[config.mk]
export PLATFORM = sky130hd
export DESIGN_NAME = alu_issue_ctrl_flat
export DESIGN_NICKNAME = d
export VERILOG_FILES = /design/src/rtl/alu_issue_ctrl_if.sv /design/src/rtl/alu_issue_ctrl.sv /design/src/flat_wrapper.sv
export SDC_FILE = /design/constraint.sdc
export NUM_CORES = 1
export LEC_CHECK = 0
export ABC_AREA = 1
export CELL_PAD_IN_SITES_DETAIL_PLACEMENT = 0
export CELL_PAD_IN_SITES_GLOBAL_PLACEMENT = 1
export CORE_ASPECT_RATIO = 1.1
export CORE_UTILIZATION = 32
export CTS_BUF_LIST = sky130_fd_sc_hd__clkbuf_2
export CTS_CLUSTER_DIAMETER = 40
export DETAILED_ROUTE_END_ITERATION = 8
export GPL_TIMING_DRIVEN = 0
export PLACE_DENSITY = 0.85
export SYNTH_ARGS = -nofsm -noshare
export SYNTH_HDL_FRONTEND = slang
export SYNTH_SLANG_ARGS = --single-unit
[constraint.sdc]
create_clock -name clk -period 2.89 [get_ports clk]
set_input_delay 0.4335 -clock clk [delete_from_list [all_inputs] [get_ports clk]]
set_output_delay 0.4335 -clock clk [all_outputs]
set_load 0.02 [all_outputs]
[src/rtl/alu_issue_ctrl_if.sv]
// Bundle of the issue-side, ALU-side and response-side signals of alu_issue_ctrl.
// Optional condition-evaluation signals exist only when COND_EVAL_EN is defined.
interface alu_issue_ctrl_if #(
  parameter int DW = 16
);
  logic          flush;
  logic          req_valid;
  logic          req_ready;
  logic [3:0]    req_op;
  logic [DW-1:0] req_a;
  logic [DW-1:0] req_b;
  logic          req_setf;
  logic [DW-1:0] alu_a;
  logic [DW-1:0] alu_b;
  logic [3:0]    alu_s;
  logic [DW-1:0] alu_result;
  logic [3:0]    alu_flag;
  logic          rsp_valid;
  logic          rsp_ready;
  logic [DW-1:0] rsp_data;
  logic [3:0]    rsp_flag;
  logic [3:0]    flags;
`ifdef COND_EVAL_EN
  logic [2:0]    cond_code;
  logic          cond_true;
`endif

  // Handshake rule on both req_* and rsp_*: a transfer happens on the rising edge
  // where valid & ready are both 1; the source holds valid and payload stable until then.
  modport master (
    output flush, req_valid, req_op, req_a, req_b, req_setf,
    input  req_ready,
    input  alu_a, alu_b, alu_s,
    output alu_result, alu_flag,
    input  rsp_valid, rsp_data, rsp_flag, flags,
    output rsp_ready
`ifdef COND_EVAL_EN
    , output cond_code
    , input  cond_true
`endif
  );

  modport slave (
    input  flush, req_valid, req_op, req_a, req_b, req_setf,
    output req_ready,
    output alu_a, alu_b, alu_s,
    input  alu_result, alu_flag,
    output rsp_valid, rsp_data, rsp_flag, flags,
    input  rsp_ready
`ifdef COND_EVAL_EN
    , input  cond_code
    , output cond_true
`endif
  );
endinterface

[src/rtl/alu_issue_ctrl.sv]
// Two-stage issue front end for the combinational ALU: E holds the op driven to the ALU,
// W holds the captured result. Owns the {S,Z,C,V} flag register. Optional macro: COND_EVAL_EN.
module alu_issue_ctrl #(
  parameter int          DW         = 16,
  parameter logic [3:0]  NOP_CODE   = 4'b1111,
  parameter logic [3:0]  FLAG_RESET = 4'b0000
) (
  input  logic          clk,
  input  logic          rst,
  alu_issue_ctrl_if.slave bus
);

  // Issue stage (E)
  logic          e_valid;
  logic [3:0]    e_op;
  logic [DW-1:0] e_a;
  logic [DW-1:0] e_b;
  logic          e_setf;

  // Writeback stage (W)
  logic          w_valid;
  logic [DW-1:0] w_data;
  logic [3:0]    w_flag;

  logic [3:0]    flags_q;

  logic          w_drain;
  logic          e_adv;
  logic          req_ready_c;
  logic          accept;

  // W frees up in the same cycle it drains, so E may move into it back-to-back.
  assign w_drain     = w_valid & bus.rsp_ready;
  assign e_adv       = e_valid & (~w_valid | w_drain);
  assign req_ready_c = ~bus.flush & (~e_valid | e_adv);
  assign accept      = bus.req_valid & req_ready_c;

  always_ff @(posedge clk) begin
    if (rst) begin
      e_valid <= 1'b0;
      e_op    <= NOP_CODE;
      e_a     <= '0;
      e_b     <= '0;
      e_setf  <= 1'b0;
    end else if (bus.flush) begin
      e_valid <= 1'b0;
    end else if (accept) begin
      e_valid <= 1'b1;
      e_op    <= bus.req_op;
      e_a     <= bus.req_a;
      e_b     <= bus.req_b;
      e_setf  <= bus.req_setf;
    end else if (e_adv) begin
      e_valid <= 1'b0;
    end
  end

  always_ff @(posedge clk) begin
    if (rst) begin
      w_valid <= 1'b0;
      w_data  <= '0;
      w_flag  <= '0;
    end else if (bus.flush) begin
      w_valid <= 1'b0;
    end else if (e_adv) begin
      w_valid <= 1'b1;
      w_data  <= bus.alu_result;
      w_flag  <= bus.alu_flag;
    end else if (w_drain) begin
      w_valid <= 1'b0;
    end
  end

  // Flags commit as the op leaves E; a flushed op never reaches this point.
  always_ff @(posedge clk) begin
    if (rst) begin
      flags_q <= FLAG_RESET;
    end else if (!bus.flush && e_adv && e_setf) begin
      flags_q <= bus.alu_flag;
    end
  end

  assign bus.req_ready = req_ready_c;
  assign bus.alu_a     = e_valid ? e_a  : '0;
  assign bus.alu_b     = e_valid ? e_b  : '0;
  assign bus.alu_s     = e_valid ? e_op : NOP_CODE;
  assign bus.rsp_valid = w_valid;
  assign bus.rsp_data  = w_data;
  assign bus.rsp_flag  = w_flag;
  assign bus.flags     = flags_q;

`ifdef COND_EVAL_EN
  logic cond_true_c;
  logic f_s;
  logic f_z;
  logic f_c;
  logic f_v;

  assign {f_s, f_z, f_c, f_v} = flags_q;

  always_comb begin
    cond_true_c = 1'b0;
    case (bus.cond_code)
      3'b000:  cond_true_c = 1'b1;
      3'b001:  cond_true_c = f_z;
      3'b010:  cond_true_c = ~f_z;
      3'b011:  cond_true_c = f_s ^ f_v;
      3'b100:  cond_true_c = ~(f_s ^ f_v);
      3'b101:  cond_true_c = f_z | (f_s ^ f_v);
      3'b110:  cond_true_c = f_c;
      default: cond_true_c = 1'b0;
    endcase
  end

  assign bus.cond_true = cond_true_c;
`endif

endmodule

[src/flat_wrapper.sv]
// flat-port wrapper written by rule: the top's interface ports become plain ports
module alu_issue_ctrl_flat 
#(
  parameter int          DW         = 16,
  parameter logic [3:0]  NOP_CODE   = 4'b1111,
  parameter logic [3:0]  FLAG_RESET = 4'b0000
)
  (clk, rst, bus_flush, bus_req_valid, bus_req_op, bus_req_a, bus_req_b, bus_req_setf, bus_req_ready, bus_alu_a, bus_alu_b, bus_alu_s, bus_alu_result, bus_alu_flag, bus_rsp_valid, bus_rsp_data, bus_rsp_flag, bus_flags, bus_rsp_ready);
  alu_issue_ctrl_if #(.DW(DW)) bus_i ();
  input  logic clk;
  input  logic rst;
  input wire logic [$bits(bus_i.flush)-1:0] bus_flush;
  input wire logic [$bits(bus_i.req_valid)-1:0] bus_req_valid;
  input wire logic [$bits(bus_i.req_op)-1:0] bus_req_op;
  input wire logic [$bits(bus_i.req_a)-1:0] bus_req_a;
  input wire logic [$bits(bus_i.req_b)-1:0] bus_req_b;
  input wire logic [$bits(bus_i.req_setf)-1:0] bus_req_setf;
  output wire logic [$bits(bus_i.req_ready)-1:0] bus_req_ready;
  output wire logic [$bits(bus_i.alu_a)-1:0] bus_alu_a;
  output wire logic [$bits(bus_i.alu_b)-1:0] bus_alu_b;
  output wire logic [$bits(bus_i.alu_s)-1:0] bus_alu_s;
  input wire logic [$bits(bus_i.alu_result)-1:0] bus_alu_result;
  input wire logic [$bits(bus_i.alu_flag)-1:0] bus_alu_flag;
  output wire logic [$bits(bus_i.rsp_valid)-1:0] bus_rsp_valid;
  output wire logic [$bits(bus_i.rsp_data)-1:0] bus_rsp_data;
  output wire logic [$bits(bus_i.rsp_flag)-1:0] bus_rsp_flag;
  output wire logic [$bits(bus_i.flags)-1:0] bus_flags;
  input wire logic [$bits(bus_i.rsp_ready)-1:0] bus_rsp_ready;
  assign bus_i.flush = bus_flush;
  assign bus_i.req_valid = bus_req_valid;
  assign bus_i.req_op = bus_req_op;
  assign bus_i.req_a = bus_req_a;
  assign bus_i.req_b = bus_req_b;
  assign bus_i.req_setf = bus_req_setf;
  assign bus_req_ready = bus_i.req_ready;
  assign bus_alu_a = bus_i.alu_a;
  assign bus_alu_b = bus_i.alu_b;
  assign bus_alu_s = bus_i.alu_s;
  assign bus_i.alu_result = bus_alu_result;
  assign bus_i.alu_flag = bus_alu_flag;
  assign bus_rsp_valid = bus_i.rsp_valid;
  assign bus_rsp_data = bus_i.rsp_data;
  assign bus_rsp_flag = bus_i.rsp_flag;
  assign bus_flags = bus_i.flags;
  assign bus_i.rsp_ready = bus_rsp_ready;
  alu_issue_ctrl #(.DW(DW), .NOP_CODE(NOP_CODE), .FLAG_RESET(FLAG_RESET)) u_core (.clk(clk), .rst(rst), .bus(bus_i));
endmodule
==> results.sh <==
export IMPL_design_area_um2=4656
export IMPL_wl_met2_um=3932
export IMPL_ys_seq_elements=63
export IMPL_clk_pin_slew_ns=0.18
export IMPL_num_rows=37
export IMPL_top_layer_used="met4"
export IMPL_overflow=0
export IMPL_fmax_ghz=0.3717
export IMPL_cts_max_path_buffers=2
export IMPL_cp_cell_sequence="clkdlybuf4s50_1 -> inv_1 -> buf_2 -> buf_2 -> nand2_1 -> inv_1 -> clkdlybuf4s50_1"
export IMPL_status="finished clean"
export IMPL_irDropWorstVdd_mv=0.1780
export IMPL_crit_required_ns=2.46
export IMPL_grt_usage=0.1654
export IMPL_cp_num_buf_inv=6
export IMPL_r2r_slack_ns=1.60
export IMPL_antenna_found_initial=0
export IMPL_syn_to_final_growth_pct=46.90
export IMPL_synth_top_area_share=0.3979
export IMPL_final_layout_size_suffix_gt1_frac=0.06532
export IMPL_cts_setup_buffers=0
export IMPL_synth_cells=504
export IMPL_dr_first_iter_drc_count=97
export IMPL_tightestPinTransition_ns=0.5009
export IMPL_route_detailed_drc=0
export IMPL_antenna_cells=0
export IMPL_critPathTopFamily="buffers and inverters"
export IMPL_p_leak_nw=2.392
export IMPL_finalSetupTns_ns=0
export IMPL_period_share=0.9310
export IMPL_hpwl_um=6438
export IMPL_min_period_ns=2.691
export IMPL_cap_violations=0
export IMPL_drv_slew=0
export IMPL_dpl_cell_area_um2=4547
export IMPL_yosysWarningCount=0
export IMPL_maxSlewHeadroom=0.6660
export IMPL_worstSetupPathType="in -> out"
export IMPL_fp_dieW_um=96.89
export IMPL_first_global_vias=3135
export IMPL_cts_root_buf="clkbuf_2"
export IMPL_cts_made_buffers=9
export IMPL_dr_wl_met3_um=548
export IMPL_start_util=0.3339
export IMPL_via_per_inst=4.368
export IMPL_ios=124
export IMPL_routed_wl_um=8479
export IMPL_yosysTopAreaCell="dfxtp_1"
export IMPL_synth_area_leaders="dfxtp_1 40%, inv_1 17%, nand2_1 16%"
export IMPL_coreArea_um2=9490
export IMPL_grt_pass1_wl_um=13980
export IMPL_cpPeakStageDelay_ns=0.59
export IMPL_finClkSkew_ns=0.01657
export IMPL_worstPathArrival_ns=2.26
export IMPL_netlist_area_um2=3169
export IMPL_final_hold_violation_count=0
export IMPL_first_pass_iters=4
export IMPL_post_cts_resized=0
export IMPL_grt_max_degree=12
export IMPL_h_tree_depth=3
export IMPL_end_kind="output port"
export IMPL_io_buffer_count=123
export IMPL_cts_hold_buf=0
export IMPL_fp_dieArea_um2=10310
export IMPL_rsz0062_at_grt="false"
export IMPL_cp_max_fo=10
export IMPL_synthDistinctLibCells=17
export IMPL_wl_per_cell_um=11.16
export IMPL_hold_class="reg -> reg"
export IMPL_cts_sinks=63
export IMPL_vias=3320
export IMPL_drt_met1_wl_um=3886
export IMPL_synth_area_per_cell_um2=6.288
export IMPL_synth_fp_nets=566
export IMPL_powerDensity_nw_per_um2=374.2
export IMPL_final_nets=700
export IMPL_antenna_left=0
export IMPL_cp_slowest_cell="clkdlybuf4s50_1"
export IMPL_synth_yosys_seq_area_share=0.3979
export IMPL_cts_tree="yes"
export IMPL_die_height_um=106.4
export IMPL_gp_congestion=0.7517
export IMPL_finalSetupViolCount=0
export IMPL_clock_latency_ns=0.49
export IMPL_start_kind="primary input"
==> area by class of cell <==
| type | instances | area, um^2 |
|---|---|---|
| Timing Repair Buffer | 123 | 1231 |
| Sequential cell | 63 | 1261 |
| Inverter | 143 | 536.8 |
| Clock buffer | 9 | 45.04 |
| Buffer | 32 | 176.4 |
| Tap cell | 117 | 146.4 |
| Clock inverter | 7 | 63.81 |
| Multi-Input combinational cell | 266 | 1195 |
| Fill cell | 1006 | 4835 |
==> cells by family after synthesis <==
family | after synthesis | share of synthesized area
AO/OA/AOI/OAI | 22 | 0.03474
buffers and inverters | 175 | 0.2250
flip-flops | 63 | 0.3979
AND/OR/NAND/NOR | 244 | 0.3423
==> final timing paths <==
check	from	to	cells past startpoint
worst max-delay path	bus_flush	bus_req_ready	7
worst min-delay path	u_core.bus.rsp_data[15]	u_core.bus.rsp_data[15]	2
worst max register to register	u_core.e_valid	u_core.e_b[0]	6
worst min register to register	u_core.bus.rsp_data[15]	u_core.bus.rsp_data[15]	2
==> synth_stat cells (all sizes together) <==
| master | count |
|---|---|
| or2 | 4 |
| nor2 | 39 |
| nand3 | 27 |
| buf | 23 |
| nand4 | 40 |
| a21oi | 22 |
| dfxtp | 63 |
| clkbuf | 9 |
| nand2 | 134 |
| inv | 143 |
==> report_power, final <==
part | switching (W) | internal, W | leakage (nW)
sequential | 0.0000195 | 0.000909 | 0.516
combinational | 0.000139 | 0.000147 | 1.81
clock | 0.000336 | 0.000192 | 0.0651
total | 0.000494 | 0.00125 | 2.39
==> layer usage <==
layer | vias up | global-route usage
met5 | - | 0
met4 | 0 | 0.06183
met3 | 12 | 0.04734
met2 | 103 | 0.2887
met1 | 1459 | 0.1911
li1 | 1746 | -
==> cell usage in the layout (no fill, tap or decap) <==
cell type        count
clkdlybuf4s50_1    123
nor2_1              38
clkinvlp_4           2
clkbuf_2             9
nand4_1             40
buf_1                4
clkinv_1             1
inv_2                1
nand3_1             25
buf_2               12
nor2_4               1
inv_1              142
or2_2                4
buf_6                4
bufinv_16            1
nand3_2              1
dfxtp_1             63
nand2_1            134
a21oi_1             22
nand3_4              1
clkbuf_1             9
buf_4                3
clkinv_2             3
==> tightest hold or removal path, stage by stage (launching register included) <==
cell	delay, ns
dfxtp_1	0.35
nand2_1	0.06
a21oi_1	0.05
==> flip-flops by register name, indices dropped and copies added (netlist names) <==
name                  flops
u_core.bus.rsp_valid      1
u_core.e_valid            1
u_core.bus.flags          4
u_core.e_setf             1
u_core.e_a               16
u_core.e_op               4
u_core.bus.rsp_data      16
u_core.e_b               16
u_core.bus.rsp_flag       4
==> through the flow <==
step                instances  hold slack (ns)  power [W]  setup WS (ns)  utilization
floorplan                 504           0.4214   0.001094          1.350            -
CTS                       760           0.4716   0.001765         0.1887       0.4906
detailed placement        744           0.4389   0.001234         0.2007       0.4791
finish                    760           0.4731   0.001742         0.1995       0.4906
global placement          744           0.4312   0.001228         0.2002       0.4791
global route              760           0.4595   0.001840        0.07823       0.4906
No activity file was read; power rests on OpenSTA's default activity.
